[config.mk]
export PLATFORM = sky130hd
export DESIGN_NAME = dem_tree_encoder
export DESIGN_NICKNAME = d
export VERILOG_FILES = /design/src/rtl/dem_tree_encoder.sv
export SDC_FILE = /design/constraint.sdc
export NUM_CORES = 1
export LEC_CHECK = 0
export ABC_AREA = 1
export BUFFER_PORTS_ARGS = -buffer_cell sky130_fd_sc_hd__buf_2
export CELL_PAD_IN_SITES_DETAIL_PLACEMENT = 0
export CELL_PAD_IN_SITES_GLOBAL_PLACEMENT = 1
export CORE_ASPECT_RATIO = 0.5
export CORE_MARGIN = 5
export CORE_UTILIZATION = 37
export DETAILED_ROUTE_END_ITERATION = 10
export PLACE_DENSITY = 0.7
export RECOVER_POWER = 50
export SKIP_CTS_REPAIR_TIMING = 1
export SYNTH_ARGS = -nofsm -noshare
export SYNTH_HDL_FRONTEND = slang
export SYNTH_SLANG_ARGS = --single-unit
[constraint.sdc]
create_clock -name clk_i -period 1.4 [get_ports clk_i]
set_input_delay 0.21 -clock clk_i [delete_from_list [all_inputs] [get_ports clk_i]]
set_output_delay 0.21 -clock clk_i [all_outputs]
set_load 0.02 [all_outputs]
[src/rtl/dem_tree_encoder.sv]
// -----------------------------------------------------------------------------
// dem_tree_encoder
//   Tree-structured dynamic-element-matching encoder for a unit-element DAC.
//   A quantizer code 0..2^N_LEVELS is split recursively by N_LEVELS ranks of
//   switching nodes. Each rank is registered, so the latency is N_LEVELS
//   cycles. At every node an odd value is split unevenly. The direction of
//   the uneven split is chosen from PN dither and, when enabled, from a
//   first-order mismatch-shaping state.
//
//   Optional feature macro: DEM_SHAPING_EN
//     defined   : per-node shaping state q in {-1,0,+1}. An odd value
//                 splits against q, and PN breaks the tie when q == 0.
//     undefined : pure randomised DEM. An odd value splits in the
//                 direction given by PN alone.
//
// Ports
//   clk_i     clock
//   reset_i   synchronous active-high reset (clears pipeline and node states)
//   valid_i   x_in_i carries a sample this cycle
//   x_in_i    input code, unsigned; values above 2^N_LEVELS are clamped
//   pn_seq_i  PN dither, bit (2^l-1)+k drives node (l,k)
//   elem_o    unit-element enables (registered), popcount == clamped code
//   valid_o   elem_o carries a new sample this cycle
//   sat_o     sample on elem_o was clamped
// -----------------------------------------------------------------------------
module dem_tree_encoder #(
  parameter  int N_LEVELS  = 4,
  localparam int IN_W      = N_LEVELS + 1,
  localparam int NUM_ELEM  = 1 << N_LEVELS,
  localparam int NUM_NODES = NUM_ELEM - 1
) (
  input  logic                 clk_i,
  input  logic                 reset_i,
  input  logic                 valid_i,
  input  logic [IN_W-1:0]      x_in_i,
  input  logic [NUM_NODES-1:0] pn_seq_i,
  output logic [NUM_ELEM-1:0]  elem_o,
  output logic                 valid_o,
  output logic                 sat_o
);

  // Bit offset of rank l's outputs in the flattened rank bus. Rank l holds
  // 2^(l+1) values of N_LEVELS-l bits each.
  function automatic int rank_off(input int lvl);
    int acc;
    acc = 0;
    for (int j = 0; j < lvl; j++) begin
      acc = acc + (32'sd2 <<< j) * (N_LEVELS - j);
    end
    return acc;
  endfunction

  localparam int RANK_BITS = rank_off(N_LEVELS);

  logic [RANK_BITS-1:0] rank_s;
  logic [N_LEVELS-1:0]  rank_vld_s;
  logic [N_LEVELS-1:0]  rank_sat_s;
  logic [IN_W-1:0]      x_clamp_s;
  logic                 sat_s;

  // Clamp out-of-range codes to full scale and flag them.
  always_comb begin
    sat_s     = 1'b0;
    x_clamp_s = x_in_i;
    if (x_in_i > IN_W'(NUM_ELEM)) begin
      sat_s     = 1'b1;
      x_clamp_s = IN_W'(NUM_ELEM);
    end else begin
      sat_s     = 1'b0;
      x_clamp_s = x_in_i;
    end
  end

  for (genvar l = 0; l < N_LEVELS; l++) begin : g_lvl
    localparam int NN = 1 << l;          // nodes at this level
    localparam int VW = N_LEVELS - l + 1; // width of a node's input value
    localparam int OW = N_LEVELS - l;     // width of each child value

    logic [NN*VW-1:0]   v_in_s;
    logic               vld_in_s;
    logic               sat_in_s;
    logic [2*NN*OW-1:0] out_d;
    logic [2*NN*OW-1:0] out_q;
    logic               vld_q;
    logic               sat_q;

    if (l == 0) begin : g_src
      assign v_in_s   = x_clamp_s;
      assign vld_in_s = valid_i;
      assign sat_in_s = sat_s;
    end else begin : g_src
      assign v_in_s   = rank_s[rank_off(l-1) +: NN*VW];
      assign vld_in_s = rank_vld_s[l-1];
      assign sat_in_s = rank_sat_s[l-1];
    end

    for (genvar k = 0; k < NN; k++) begin : g_node
      logic [VW-1:0] v_s;
      logic [OW-1:0] half_s;
      logic          odd_s;
      logic          pn_s;
      logic          up_s;   // 1: s=+1 (extra unit to top child), 0: s=-1

      assign v_s    = v_in_s[k*VW +: VW];
      assign half_s = v_s[VW-1:1];
      assign odd_s  = v_s[0];
      assign pn_s   = pn_seq_i[NN-1+k];

`ifdef DEM_SHAPING_EN
      logic signed [1:0] q_q;
      logic signed [1:0] q_d;

      // Split against the stored imbalance; PN decides only when balanced.
      // Odd inputs toggle q between 0 and +/-1, so |q| never exceeds 1.
      always_comb begin
        up_s = pn_s;
        q_d  = q_q;
        if (q_q == 2'sd0) begin
          up_s = pn_s;
        end else begin
          up_s = q_q[1];
        end
        if (vld_in_s && odd_s) begin
          if (q_q == 2'sd0) begin
            q_d = up_s ? 2'sd1 : 2'sb11;
          end else begin
            q_d = 2'sd0;
          end
        end else begin
          q_d = q_q;
        end
      end

      // Node shaping state register.
      always_ff @(posedge clk_i) begin
        if (reset_i) begin
          q_q <= 2'sd0;
        end else begin
          q_q <= q_d;
        end
      end
`else
      assign up_s = pn_s;
`endif

      // top = (v+s)>>1, bot = (v-s)>>1; s is nonzero only for odd v.
      assign out_d[(2*k)*OW   +: OW] = half_s + OW'(odd_s & up_s);
      assign out_d[(2*k+1)*OW +: OW] = half_s + OW'(odd_s & ~up_s);
    end

    // Rank register; data and saturation flag hold while the stage is idle.
    always_ff @(posedge clk_i) begin
      if (reset_i) begin
        vld_q <= 1'b0;
        sat_q <= 1'b0;
        out_q <= '0;
      end else begin
        vld_q <= vld_in_s;
        if (vld_in_s) begin
          out_q <= out_d;
          sat_q <= sat_in_s;
        end
      end
    end

    assign rank_s[rank_off(l) +: 2*NN*OW] = out_q;
    assign rank_vld_s[l]                  = vld_q;
    assign rank_sat_s[l]                  = sat_q;
  end

  assign elem_o  = rank_s[rank_off(N_LEVELS-1) +: NUM_ELEM];
  assign valid_o = rank_vld_s[N_LEVELS-1];
  assign sat_o   = rank_sat_s[N_LEVELS-1];

endmodule
==> results.yml, run 1 <==
placed_design:
  io_buffers: 40
  gp_congestion: 0.741
  dp_slack_ns: -0.0306
  post-dp-hpwl_um: 4070
  place_inst: 498
critical_path:
  cp.required_ns: 1.61
  cp-end-kind: "flip-flop"
  crit_type: "reg2reg"
  startpoint_type: "flip-flop"
  crit_fanout: 2
  crit_arrival_ns: 1.43
sta:
  tns_ns: 0
  worst_slack_ns: 0.180
  slew_viol_final: 0
  fmax_mhz: 820
  hold_viol_final: 0
  period_needed_ns: 1.22
  final-setup-viol-count: 0
  rsz0062_at_grt: "no"
  relSlewSlack_pct: 63.4
  worst_pin_slew_ns: 0.548
  period_share_pct: 87.2
  skew_ns: 0.00499
global_route:
  grt-ovfl-total: 0
  grt_usage_pct: 13.1
  grt_first_pass_wirelength_um: 9930
  grt_max_degree: 41
  top_usage_layer: "met2"
  grtUsageMet1_pct: 18.0
  met3_usage_pct: 5.26
  antenna_found_initial: 0
  grt_pass1_vias: 2149
  grt_use_met2_pct: 18.2
drt:
  drc: 0
  vias: 2297
  ant_nets: 0
  drtPass1Iterations: 4
  drtIter0Drc: 82
  drt-total-wl_um: 5830
  via_per_inst: 4.47
  wl_per_cell_um: 11.3
cts:
  cts_buffers: 9
  clk_latency_ns: 0.32
  cts_buffer_depth: 2
  root_buffer: "clkbuf_16"
  clkTransAtPathRegs_ns: 0.05
  numClockSinks: 60
  cts_tree: "built"
  h-tree-depth: 3
floorplan:
  core.rowCount: 22
  ioPinCount: 41
  die_h_um: 71.9
  die_width_um: 134
  initial_core_util_pct: 38.4
  fp.dieArea_mm2: 0.00962
  core-area_mm2: 0.00738
pwr:
  leakagePower_nw: 1.80
  ir_worst_vdd_uv: 646
  power_per_cell_area_mw_per_mm2: 1300
synth:
  mappedNetlistNets: 408
  synth_cell_types: 25
  synthMuxAreaShare_pct: 0
  synth-xor-area-share_pct: 8.65
  synthCells: 367
  ys_ff_latch: 60
  synth_top_family_by_area: "simple AND/OR/NAND/NOR gates"
  ys_seq_area_share_pct: 42.4
  synth_compound_area_share_pct: 14.5
  synth.avg_cell_area_um2: 7.72
  synth_adder_area_share_pct: 7.95
  synth-simple-area-share_pct: 16.8
  yosys_warnings: 0
  syn-cell-area_mm2: 0.00283
finish:
  num_antenna_cells: 0
  fin_cells: 514
  final_common_cell: "nor2_1"
  drive_gt1_share_pct: 14.4
  fin_util_pct: 46.6
  final_cell_mix: "nor2_1, dfxtp_1, o21ai_0"
  area.growth.synth_to_final_pct: 21.3
  fin_nets: 454
hold_path:
  hold_path.class: "in2reg"
outcome:
  status: "finished, final reports clean"
run:
  drv_cap: 0
-- cells in the mapped netlist --
cell	instances	share of area (%)
nor2_1	75	9.9
xor2_1	28	8.7
nand2_4	1	0.40
clkbuf_8	1	0.49
o21ai_1	1	0.18
inv_1	45	6.0
ha_1	18	7.9
buf_6	2	0.79
nand2_1	29	3.8
dfxtp_1	60	42
inv_2	1	0.13
o211ai_1	2	0.53
a31oi_1	2	0.44
nand4_1	4	0.88
buf_2	4	0.71
clkinv_1	1	0.13
nand2_2	2	0.44
clkbuf_2	2	0.35
nand3_1	6	1.1
buf_4	2	0.53
clkbuf_1	5	0.66
a21boi_0	1	0.26
o21ai_0	51	9.0
a21oi_1	23	4.1
nor2_2	1	0.22
-- cells by family after synthesis --
logic type | after synthesis
xor+xnor | 28
buf+inv | 63
flops | 60
fa+ha+maj | 18
compound gates | 80
simple gates | 118
-- per-layer routing --
| layer | up-vias | share of wire [%] | wire length [µm] |
|---|---|---|---|
| met5 | - | 0 | 0 |
| li1 | 1259 | - | - |
| met1 | 978 | 55 | 3190 |
| met3 | 8 | 6.5 | 380 |
| met4 | 0 | 1.2 | 72 |
| met2 | 52 | 38 | 2190 |
-- report_power, final --
group	internal (mW)	switching (mW)	leakage (nW)
clock network	1.47	0.730	0.149
logic	0.165	0.242	1.16
registers	1.80	0.0655	0.492
-- registers in the layout (all words and copies together) (netlist names) --
signal,flops
g_lvl.sat_q,3
g_lvl.out_q,36
valid_o,1
sat_o,1
g_lvl.vld_q,3
elem_o,16
-- layout make-up --
| type | instances | area, µm² |
|---|---|---|
| clock buffers | 12 | 256 |
| clock inverters | 4 | 47.5 |
| fillers | 752 | 3940 |
| inverters | 47 | 176 |
| multi-input cells | 244 | 1360 |
| flip-flops and latches | 60 | 1200 |
| well taps | 96 | 120 |
| repair buffers | 51 | 280 |
-- critical path, cell delays in order, from the launching register on --
cell and delay, ns:
dfxtp_1 0.30, inv_1 0.07, nor2_1 0.05, ha_1 0.17
ha_1 0.19, xor2_1 0.14, o21ai_0 0.14, inv_1 0.05
-- final timing paths --
kind	end	depth (start not counted)	slack, ns	from
setup / recovery	g_lvl[1].out_q[11]	7	0.18	g_lvl[0].out_q[4]
hold / removal	g_lvl[0].sat_q	3	0.21	x_in_i[4]
setup reg to reg	g_lvl[1].out_q[11]	7	0.18	g_lvl[0].out_q[4]
hold reg to reg	g_lvl[1].out_q[6]	2	0.46	g_lvl[1].out_q[6]
-- stage by stage --
stage / power [mW] / instance area (µm²) / hold slack [ns]
3_5_place_dp: 2.31 / 3160 / 0.464
5_1_grt: 4.68 / 3440 / 0.208
4_1_cts: 4.54 / 3470 / 0.196
6_report: 4.47 / 3440 / 0.205
2_1_floorplan: 2.17 / 2830 / 0.363
3_3_place_gp: 2.30 / 3160 / 0.456
Note: power is estimated with default switching activity, not from simulation.
==> run 2, diff against run 1 <==
--- a/config.mk
+++ b/config.mk
@@ -5,15 +5,14 @@
 export SDC_FILE = /design/constraint.sdc
 export NUM_CORES = 1
 export LEC_CHECK = 0
-export ABC_AREA = 1
 export BUFFER_PORTS_ARGS = -buffer_cell sky130_fd_sc_hd__buf_2
 export CELL_PAD_IN_SITES_DETAIL_PLACEMENT = 0
 export CELL_PAD_IN_SITES_GLOBAL_PLACEMENT = 1
 export CORE_ASPECT_RATIO = 0.5
 export CORE_MARGIN = 5
-export CORE_UTILIZATION = 37
+export CORE_UTILIZATION = 43
 export DETAILED_ROUTE_END_ITERATION = 10
-export PLACE_DENSITY = 0.7
+export PLACE_DENSITY = 0.74
 export RECOVER_POWER = 50
 export SKIP_CTS_REPAIR_TIMING = 1
 export SYNTH_ARGS = -nofsm -noshare
==> constraint.sdc (replaced) <==
create_clock -name clk_i -period 1.2 [get_ports clk_i]
set_input_delay 0.18 -clock clk_i [delete_from_list [all_inputs] [get_ports clk_i]]
set_output_delay 0.18 -clock clk_i [all_outputs]
set_load 0.02 [all_outputs]
==> run 2 against run 1 <==
Net effect: first-iteration DRC count up 9.8%; fmax up 4.6%; synthesized cell count down 23%; global-route usage up 0.20 points; hold slack better by 0.027 ns; power up 11%; register-to-register slack worse by 0.15 ns; sequential cell count unchanged; routed wire length down 12%; critical endpoint is now g_lvl[1].out_q[1]; largest cell class unchanged.
==> results.yml, run 2 <==
finish:
  multiInputGateArea_mm2: 0.00157
  area.growth.synth_to_final_pct: 26.5
  final_area_mm2: 0.00348
  largest_register_ffs: 36
  fin_nets: 364
  num_antenna_cells: 0
  seq_area_mm2: 0.00120
  drive_gt1_share_pct: 23.5
  final_common_cell: "dfxtp_1"
  n_fill_cell: 531
  regMostFlops: "g_lvl.out_q"
  final_cell_mix: "dfxtp_1, nor2_1, buf_2"
  fin_cells: 415
drt:
  drt-total-wl_um: 5140
  ant_nets: 0
  drtIter0Drc: 90
  drtPass1Iterations: 4
  drc: 0
  via_per_inst: 4.78
  wl_per_cell_um: 12.4
  vias: 1985
synth:
  yosys-top-cells-count: "dfxtp_1, nor2_1, a211oi_1"
  syn-cell-area_mm2: 0.00275
  synth-edff-count: 0
  synthTopCellsByArea: "dfxtp_1, a211oi_1, ha_1"
  synth_cell_types: 24
  synth.avg_cell_area_um2: 9.69
  async_flop_share_pct: 0
  synthCells: 284
  synth_top_area_cell: "dfxtp_1"
  yosysMostFrequentCell: "dfxtp_1"
  mappedNetlistNets: 325
  ys_ff_latch: 60
  synth_top_flop_cell: "dfxtp_1"
  yosysTopAreaCellShare_pct: 43.7
  ys_seq_area_share_pct: 43.7
  yosys_warnings: 0
pwr:
  p_int_mw: 3.90
  power_per_cell_area_mw_per_mm2: 1430
  leakagePower_nw: 1.35
  switchingPower_mw: 1.08
  combPwrFrac_pct: 8.7
  ir_worst_vdd_uv: 816
  power_frac_clock_pct: 48.0
  power_mw: 4.98
  pwr-share-seq_pct: 43.2
  swShare_pct: 21.7
global_route:
  grt_max_degree: 61
  grt_pass1_vias: 1878
  grt_first_pass_wirelength_um: 8510
  grt_usage_pct: 13.3
  grt-ovfl-total: 0
  antenna_found_initial: 0
sta:
  rsz0062_at_grt: "yes"
  relSlewSlack_pct: 80.8
  skew_ns: 0.00382
  slew_viol_final: 0
  period_share_pct: 97.2
  period_needed_ns: 1.17
  final-setup-viol-count: 0
  worst_slack_ns: 0.0333
  worst_pin_slew_ns: 0.288
  holdWs_ns: 0.233
  hold_viol_final: 0
  fmax_mhz: 857
critical_path:
  r2r_setup_slack_ns: 0.03
  crit_slowest_cell: "dfxtp_2"
  cpMostUsedCell: "ha_4"
  cp-end-kind: "flip-flop"
  crit_chain: "and2_4 > ha_4 > ha_4 > mux2i_1 > nor2_1"
  crit_type: "reg2reg"
  startpoint_type: "flip-flop"
  cp.required_ns: 1.40
  crit_arrival_ns: 1.36
  crit_fanout: 3
  max_stage_delay_ns: 0.32
floorplan:
  core-area_mm2: 0.00613
  die_width_um: 123
  fp.dieArea_mm2: 0.00820
  ioPinCount: 41
  initial_core_util_pct: 44.9
  core.rowCount: 20
  die_h_um: 66.6
cts:
  h-tree-depth: 3
  clk_latency_ns: 0.31
  numClockSinks: 60
  cts_buffer_depth: 2
  clkTransAtPathRegs_ns: 0.05
  cts_tree: "built"
  root_buffer: "clkbuf_16"
  cts_buffers: 9
placed_design:
  post-dp-hpwl_um: 3570
  place_inst: 400
  dp_slack_ns: -0.112
  io_buffers: 40
  placed_area_mm2: 0.00307
  gp_congestion: 0.744
outcome:
  status: "finished, final reports clean"
run:
  drv_cap: 0
hold_path:
  hold_path.class: "in2reg"
-- run 2: changes by cell type in the layout (fill, tap and decap cells not counted), moves of 22 or more --
cell	previous run	this run
a211oi_1	0	34
a21oi_1	23	1
inv_1	46	0
o21ai_0	52	0
xnor2_1	0	24
-- run 2: stage by stage --
step / util (%) / TNS [ns]
3_3_place_gp: 50.0 / -0.0494
3_5_place_dp: 50.0 / -0.233
2_1_floorplan: - / 0
5_1_grt: 56.8 / -0.108
4_1_cts: 54.8 / -0.159
6_report: 56.8 / 0
-- run 2: cells by family after synthesis --
kind of cell | after synthesis | share of synthesized area, %
muxes | 21 | 7.64
and+or+nand+nor | 97 | 16.9
AOI/OAI and AO/OA | 37 | 9.91
xor gates and xnor gates | 32 | 10.2
DFF | 60 | 43.7
buffers and inverters | 19 | 3.50
adders and majority gates | 18 | 8.19
-- run 2: metal layers --
layer	vias up	track usage (%)	wire length, µm
li1	1053	-	-
met1	894	18.1	2760
met2	36	19.3	2070
met3	2	4.66	280
met4	0	4.55	36
met5	-	0	0
-- run 2: critical path, delay by kind of cell (launching register included) --
kind                       cells  cell delay, ns
adders and majority gates      2            0.39
DFF                            1            0.32
and+or+nand+nor                2            0.20
muxes                          1            0.14
-- run 2: power groups by stage --
stage / registers, mW / logic, mW / clock network, mW
finish: 2.15 / 0.434 / 2.39
global route: 2.16 / 0.488 / 2.55
CTS: 2.14 / 0.415 / 2.44
detailed placement: 2.18 / 0.413 / 0
global placement: 2.18 / 0.403 / 0
floorplan: 2.19 / 0.264 / 0
-- run 2: path summary, 6_finish.rpt --
check,from,to,cells past startpoint
hold reg to reg,elem_o[7],elem_o[7],2
setup / recovery,g_lvl[0].out_q[0],g_lvl[1].out_q[1],5
setup reg to reg,g_lvl[0].out_q[0],g_lvl[1].out_q[1],5
hold / removal,pn_seq_i[10],elem_o[7],4
-- run 2: layout make-up --
| cell class | count | share of cell area, % |
|---|---|---|
| clock buffers | 14 | 8.16 |
| repair buffers | 47 | 8.70 |
| flip-flops and latches | 60 | 34.6 |
| well taps | 88 | 3.16 |
| multi-input cells | 205 | 45.2 |
| clock inverters | 1 | 0.144 |
